## config.mk

```make
export PLATFORM = sky130hd
export DESIGN_NAME = pattern_gen
export DESIGN_NICKNAME = d
export VERILOG_FILES = /design/src/rtl/pattern_pkg.sv /design/src/rtl/pattern_shifter.sv /design/src/rtl/pattern_gen.sv
export SDC_FILE = /design/constraint.sdc
export NUM_CORES = 1
export LEC_CHECK = 0
export ABC_AREA = 1
export BUFFER_PORTS_ARGS = -buffer_cell sky130_fd_sc_hd__clkbuf_2
export CORE_MARGIN = 5
export CORE_UTILIZATION = 55
export CTS_CLUSTER_DIAMETER = 100
export CTS_CLUSTER_SIZE = 12
export DETAILED_ROUTE_END_ITERATION = 10
export MAX_ROUTING_LAYER = met4
export PLACE_DENSITY = 0.77
export SKIP_CTS_REPAIR_TIMING = 1
export SLEW_MARGIN = 20
export SYNTH_ARGS = -nofsm -noshare
export SYNTH_HDL_FRONTEND = slang
export SYNTH_SLANG_ARGS = --single-unit
```

## constraint.sdc

```tcl
create_clock -name clock -period 3 [get_ports clock]
set_clock_uncertainty 0.1 [all_clocks]
set_input_delay 0.6 -clock clock [delete_from_list [all_inputs] [get_ports clock]]
set_output_delay 0.6 -clock clock [all_outputs]
set_load 0.02 [all_outputs]
```

## src/rtl/pattern_pkg.sv

```systemverilog
// Shared definitions for the pattern generator: FSM state encodings,
// the repeat-count width and the optional parity helper.
// Optional feature macro: PATTERN_GEN_PARITY_EN (appends one parity bit
// after every repetition of the pattern).
package pattern_pkg;

    typedef enum logic [1:0] {
        ST_IDLE  = 2'b00,
        ST_SHIFT = 2'b01,
        ST_PAR   = 2'b10,
        ST_DONE  = 2'b11
    } state_e;

    // Width of the extra-repetition count (total sends = rpt + 1).
    localparam int RPT_W = 4;

`ifdef PATTERN_GEN_PARITY_EN
    // Even parity over a 16-bit-capable word; unused upper bits must be zero.
    function automatic logic even_parity16(input logic [15:0] word);
        even_parity16 = ^word;
    endfunction
`endif

endpackage

```

## src/rtl/pattern_shifter.sv

```systemverilog
// Load/rotate shift register for pattern_gen. Holds the captured word
// so every repetition can restart from its MSB, and exposes the MSB the
// register will hold after the current edge so the caller can register it.
// Optional feature macro: PATTERN_GEN_PARITY_EN (adds a parity output).
module pattern_shifter
    import pattern_pkg::*;
#(
    parameter int WIDTH = 8
) (
    input  logic             clock,
    input  logic             reset,
    input  logic             load,
    input  logic             shift_en,
    input  logic             reload,
    input  logic [WIDTH-1:0] data_in,
`ifdef PATTERN_GEN_PARITY_EN
    output logic             word_parity,
`endif
    output logic             msb_next
);

    logic [WIDTH-1:0] word_q;
    logic [WIDTH-1:0] word_d;
    logic [WIDTH-1:0] sh_q;
    logic [WIDTH-1:0] sh_d;

    // Next-value selection: load wins over reload, reload over shift.
    always_comb begin
        word_d = word_q;
        sh_d   = sh_q;
        if (load) begin
            word_d = data_in;
            sh_d   = data_in;
        end else if (reload) begin
            sh_d   = word_q;
        end else if (shift_en) begin
            sh_d   = {sh_q[WIDTH-2:0], 1'b0};
        end else begin
            sh_d   = sh_q;
        end
    end

    // Captured word and working shift register, cleared by reset.
    always_ff @(posedge clock or negedge reset) begin
        if (!reset) begin
            word_q <= '0;
            sh_q   <= '0;
        end else begin
            word_q <= word_d;
            sh_q   <= sh_d;
        end
    end

    assign msb_next = sh_d[WIDTH-1];

`ifdef PATTERN_GEN_PARITY_EN
    assign word_parity = even_parity16(16'(word_q));
`endif

endmodule

```

## src/rtl/pattern_gen.sv

```systemverilog
// Serial pattern generator: sends a captured WIDTH-bit word MSB first,
// rpt+1 times back to back, then pulses done for one cycle.
// Optional feature macro: PATTERN_GEN_PARITY_EN (one even-parity bit
// appended after each repetition).
module pattern_gen
    import pattern_pkg::*;
#(
    parameter int WIDTH = 8
) (
    input  logic             clock,
    input  logic             reset,
    input  logic             start,
    input  logic [WIDTH-1:0] data_in,
    input  logic [RPT_W-1:0] rpt,
    output logic             ready,
    output logic             x_out,
    output logic             frame,
    output logic             done
);

    localparam int             CW       = (WIDTH > 1) ? $clog2(WIDTH) : 1;
    localparam logic [CW-1:0]  LAST_BIT = CW'(WIDTH - 1);

    state_e           state_q, state_d;
    logic [CW-1:0]    bit_cnt_q, bit_cnt_d;
    logic [RPT_W-1:0] rem_q, rem_d;
    logic             x_out_q, x_out_d;
    logic             frame_q, frame_d;
    logic             ready_q, ready_d;
    logic             done_q, done_d;

    logic             load_s;
    logic             shift_s;
    logic             reload_s;
    logic             rep_end_s;
    logic             msb_next_s;
`ifdef PATTERN_GEN_PARITY_EN
    logic             parity_s;
`endif

    pattern_shifter #(.WIDTH(WIDTH)) u_shifter (
        .clock       (clock),
        .reset       (reset),
        .load        (load_s),
        .shift_en    (shift_s),
        .reload      (reload_s),
        .data_in     (data_in),
`ifdef PATTERN_GEN_PARITY_EN
        .word_parity (parity_s),
`endif
        .msb_next    (msb_next_s)
    );

    // Next-state, counter and shifter-control logic.
    always_comb begin
        state_d   = state_q;
        bit_cnt_d = bit_cnt_q;
        rem_d     = rem_q;
        load_s    = 1'b0;
        shift_s   = 1'b0;
        reload_s  = 1'b0;
        rep_end_s = 1'b0;
        case (state_q)
            ST_IDLE: begin
                if (start) begin
                    load_s    = 1'b1;
                    bit_cnt_d = '0;
                    rem_d     = rpt;
                    state_d   = ST_SHIFT;
                end else begin
                    state_d   = ST_IDLE;
                end
            end
            ST_SHIFT: begin
                if (bit_cnt_q == LAST_BIT) begin
                    bit_cnt_d = '0;
`ifdef PATTERN_GEN_PARITY_EN
                    state_d   = ST_PAR;
`else
                    rep_end_s = 1'b1;
`endif
                end else begin
                    bit_cnt_d = bit_cnt_q + CW'(1);
                    shift_s   = 1'b1;
                end
            end
`ifdef PATTERN_GEN_PARITY_EN
            ST_PAR: begin
                rep_end_s = 1'b1;
            end
`endif
            ST_DONE: begin
                state_d = ST_IDLE;
            end
            default: begin
                state_d = ST_IDLE;
            end
        endcase
        // Repeat decision at the end of every repetition.
        if (rep_end_s) begin
            if (rem_q != '0) begin
                rem_d    = rem_q - RPT_W'(1);
                reload_s = 1'b1;
                state_d  = ST_SHIFT;
            end else begin
                state_d  = ST_DONE;
            end
        end else begin
            reload_s = 1'b0;
        end
    end

    // Output values for the state being entered, so outputs are flops.
    always_comb begin
        x_out_d = 1'b1;
        frame_d = 1'b0;
        ready_d = (state_d == ST_IDLE);
        done_d  = (state_d == ST_DONE);
        case (state_d)
            ST_SHIFT: begin
                x_out_d = msb_next_s;
                frame_d = 1'b1;
            end
`ifdef PATTERN_GEN_PARITY_EN
            ST_PAR: begin
                x_out_d = parity_s;
                frame_d = 1'b1;
            end
`endif
            default: begin
                x_out_d = 1'b1;
                frame_d = 1'b0;
            end
        endcase
    end

    // State, counters and registered outputs; reset forces idle levels.
    always_ff @(posedge clock or negedge reset) begin
        if (!reset) begin
            state_q   <= ST_IDLE;
            bit_cnt_q <= '0;
            rem_q     <= '0;
            x_out_q   <= 1'b1;
            frame_q   <= 1'b0;
            ready_q   <= 1'b1;
            done_q    <= 1'b0;
        end else begin
            state_q   <= state_d;
            bit_cnt_q <= bit_cnt_d;
            rem_q     <= rem_d;
            x_out_q   <= x_out_d;
            frame_q   <= frame_d;
            ready_q   <= ready_d;
            done_q    <= done_d;
        end
    end

    assign x_out = x_out_q;
    assign frame = frame_q;
    assign ready = ready_q;
    assign done  = done_q;

endmodule

```

==> impl_results.md <==
* Post-route DRC at 0
* ANT nets after route at 0
* Synth-to-layout area growth at 11.9%
* Slowest cell delay on critical path at 0.52 ns
* Pleak at 0.840 nW
* Slowest-stage cell, CP: dfstp_2
* Register area share after synthesis at 0.563
* Share of layout cells above drive strength 1 at 0.211
* Clk buf depth at 2
* Reg-to-reg slack, setup at 1.31 ns
* Met3 Usage GRT at 0.0724
* Vias in the first global route at 917
* Gr busiest metal: met2
* RSZ-0062 raised after global routing: false
* Total routed wirelength at 2.34 mm
* Clock sinks at 29
* Initial DRT Pass Iterations at 4
* PortBufs at 18
* Die area at 0.00342 mm2
* Total of max-cap violations at 0
* I/O Pins at 19
* Syn Nets at 165
* Endpoints failing setup at 0
* Number of synthesized register bits at 29
* Delay-heaviest family, CP: flip-flops
* Root cell of the clock tree: clkbuf_4
* GP Congestion at 0.793
* GR Util met2 at 0.239
* Vias at 1002
* Period utilization at 0.566
* Critical path launch point type: flip-flop
* CTS tree: done
* Fmax at 589 MHz
* Avg Cell Area, Syn at 8.80 um2
* Die H at 58.5 um
* Synth Cell Area at 0.00129 mm2
* Worst path cell trace: clkbuf_2
* CP Max Fanout at 1
* Via density at 5.04
* Max_slew headroom at 0.536
* Starting density of the core at 0.579
* FILL cells at 215
* First-pass GRT wire length at 4.08 mm
* GR Overflow Total at 0
* Antenna diode instance count at 0
* CTS Buf Count at 5
* Antenna violations before repair at 0
* Fin Setup TNS at 0 ns
* Crit path time final at 1.70 ns
* Clock Latency Late Sink at 0.33 ns
* Most common cell after layout, fill and taps aside: nand2_1
* Buffers and inverters on the worst path at 1
* Peak VDD IR at 304 uV
* Yosys warning count at 0
* Worst hold-check path type: input pin to asynchronous set/reset pin
* HPWL after DPL at 1.67 mm
* Max-slew violation count at 0
* Crit path kind: flip-flop to output port
* Power density over the cells at 434 mW/mm2
* Worst Path Required at 2.30 ns
* Final #Nets at 188
* Largest net degree at the start of global routing at 30
* Die X at 58.5 um
* 1st-iter DRT viols at 36
* Netlist cell types at 20
* Final Hold Vio Count at 0
* Critical path data arrival time at 1.00 ns
* Core Footprint at 0.00223 mm2
* WHS at 0.201 ns
* CP Capture Type: output port
* Status: finished, final reports clean
* Synth Instances at 147
* Met1 usage at 0.203
* Most frequent cells in the layout: 62 x nand2_1, 27 x dfrtp_1, 18 x clkbuf_2
* All-Layer GR Usage at 0.167
* WL/cell at 11.8 um
* FP Rows at 17
* Slew @ Worst Pin at 0.695 ns
* Clock slew at reported path FFs at 0.09 ns
* H-Tree Depth at 2
==> cell type report <==
class	instances	area [um2]	area share
flip-flops and latches	29	728	0.503
multi-input cells	104	495	0.342
repair buffers	18	90.1	0.0622
inverters	12	47.5	0.0328
clock buffers	6	41.3	0.0285
well taps	28	35.0	0.0242
clock inverters	2	10.0	0.00691
==> state kept, by name, summed over array words and instances, names as in the netlist <==
register and count:
u_shifter.sh_q 8, u_shifter.word_q 8, rem_q 4, bit_cnt_q 3, state_q 2, done 1
frame 1, ready 1, x_out 1
==> final timing paths <==
path / cells past startpoint / endpoint / from
max: 1 / x_out / x_out
min: 1 / rem_q[1] / reset
max reg2reg: 9 / u_shifter.sh_q[6] / bit_cnt_q[0]
min reg2reg: 2 / u_shifter.word_q[7] / u_shifter.word_q[7]
max in group asynchronous: 1 / frame / reset
min in group clock: 2 / u_shifter.word_q[7] / u_shifter.word_q[7]
==> where the power goes <==
part / switching (mW) / internal [mW] / total [mW]
clock: 0.132 / 0.0890 / 0.221
sequential: 0 / 0.391 / 0.391
combinational: 0.0101 / 0.00672 / 0.0168
==> kinds of logic (layout without fill, tap and decap cells) <==
| family | after synthesis | count (layout) | share of synthesized area |
|---|---|---|---|
| flip-flops | 29 | 29 | 0.563 |
| XOR/XNOR | 2 | 2 | 0.0135 |
| AO/OA/AOI/OAI | 19 | 19 | 0.0812 |
| AND/OR/NAND/NOR | 80 | 80 | 0.259 |
| adder cells (fa/ha/maj) | 3 | 3 | 0.0290 |
| buffers and inverters | 14 | 38 | 0.0542 |
==> cell usage after synthesis (all sizes together) <==
cell type,count,area (um2)
nand2,65,251
ha,3,37.5
buf,2,22.5
nand3,6,30.0
xor2,2,17.5
o21bai,1,7.51
inv,12,47.6
o21ai,9,45.0
dfstp,2,52.6
a21oi,7,35.0
nor2,7,43.8
a22o,2,17.5
dfrtp,27,676
nor3,2,10.0
==> stage by stage <==
step                total power [mW]  std cells  setup WS, ns  area, um2   util
CTS                            0.639        199          1.28       1450  0.648
detailed placement             0.416        191          1.31       1400  0.625
floorplan                      0.400        147          1.47       1290      -
finish                         0.629        199          1.30       1450  0.648
global route                   0.664        199          1.13       1450  0.648
global placement               0.416        191          1.32       1400  0.625
==> metal layers <==
metal	part of all wire	vias up
li1	-	512
met4	0.022	0
met1	0.45	462
met2	0.46	22
met3	0.064	6
met5	0	-
No activity file was read; power rests on OpenSTA's default activity.
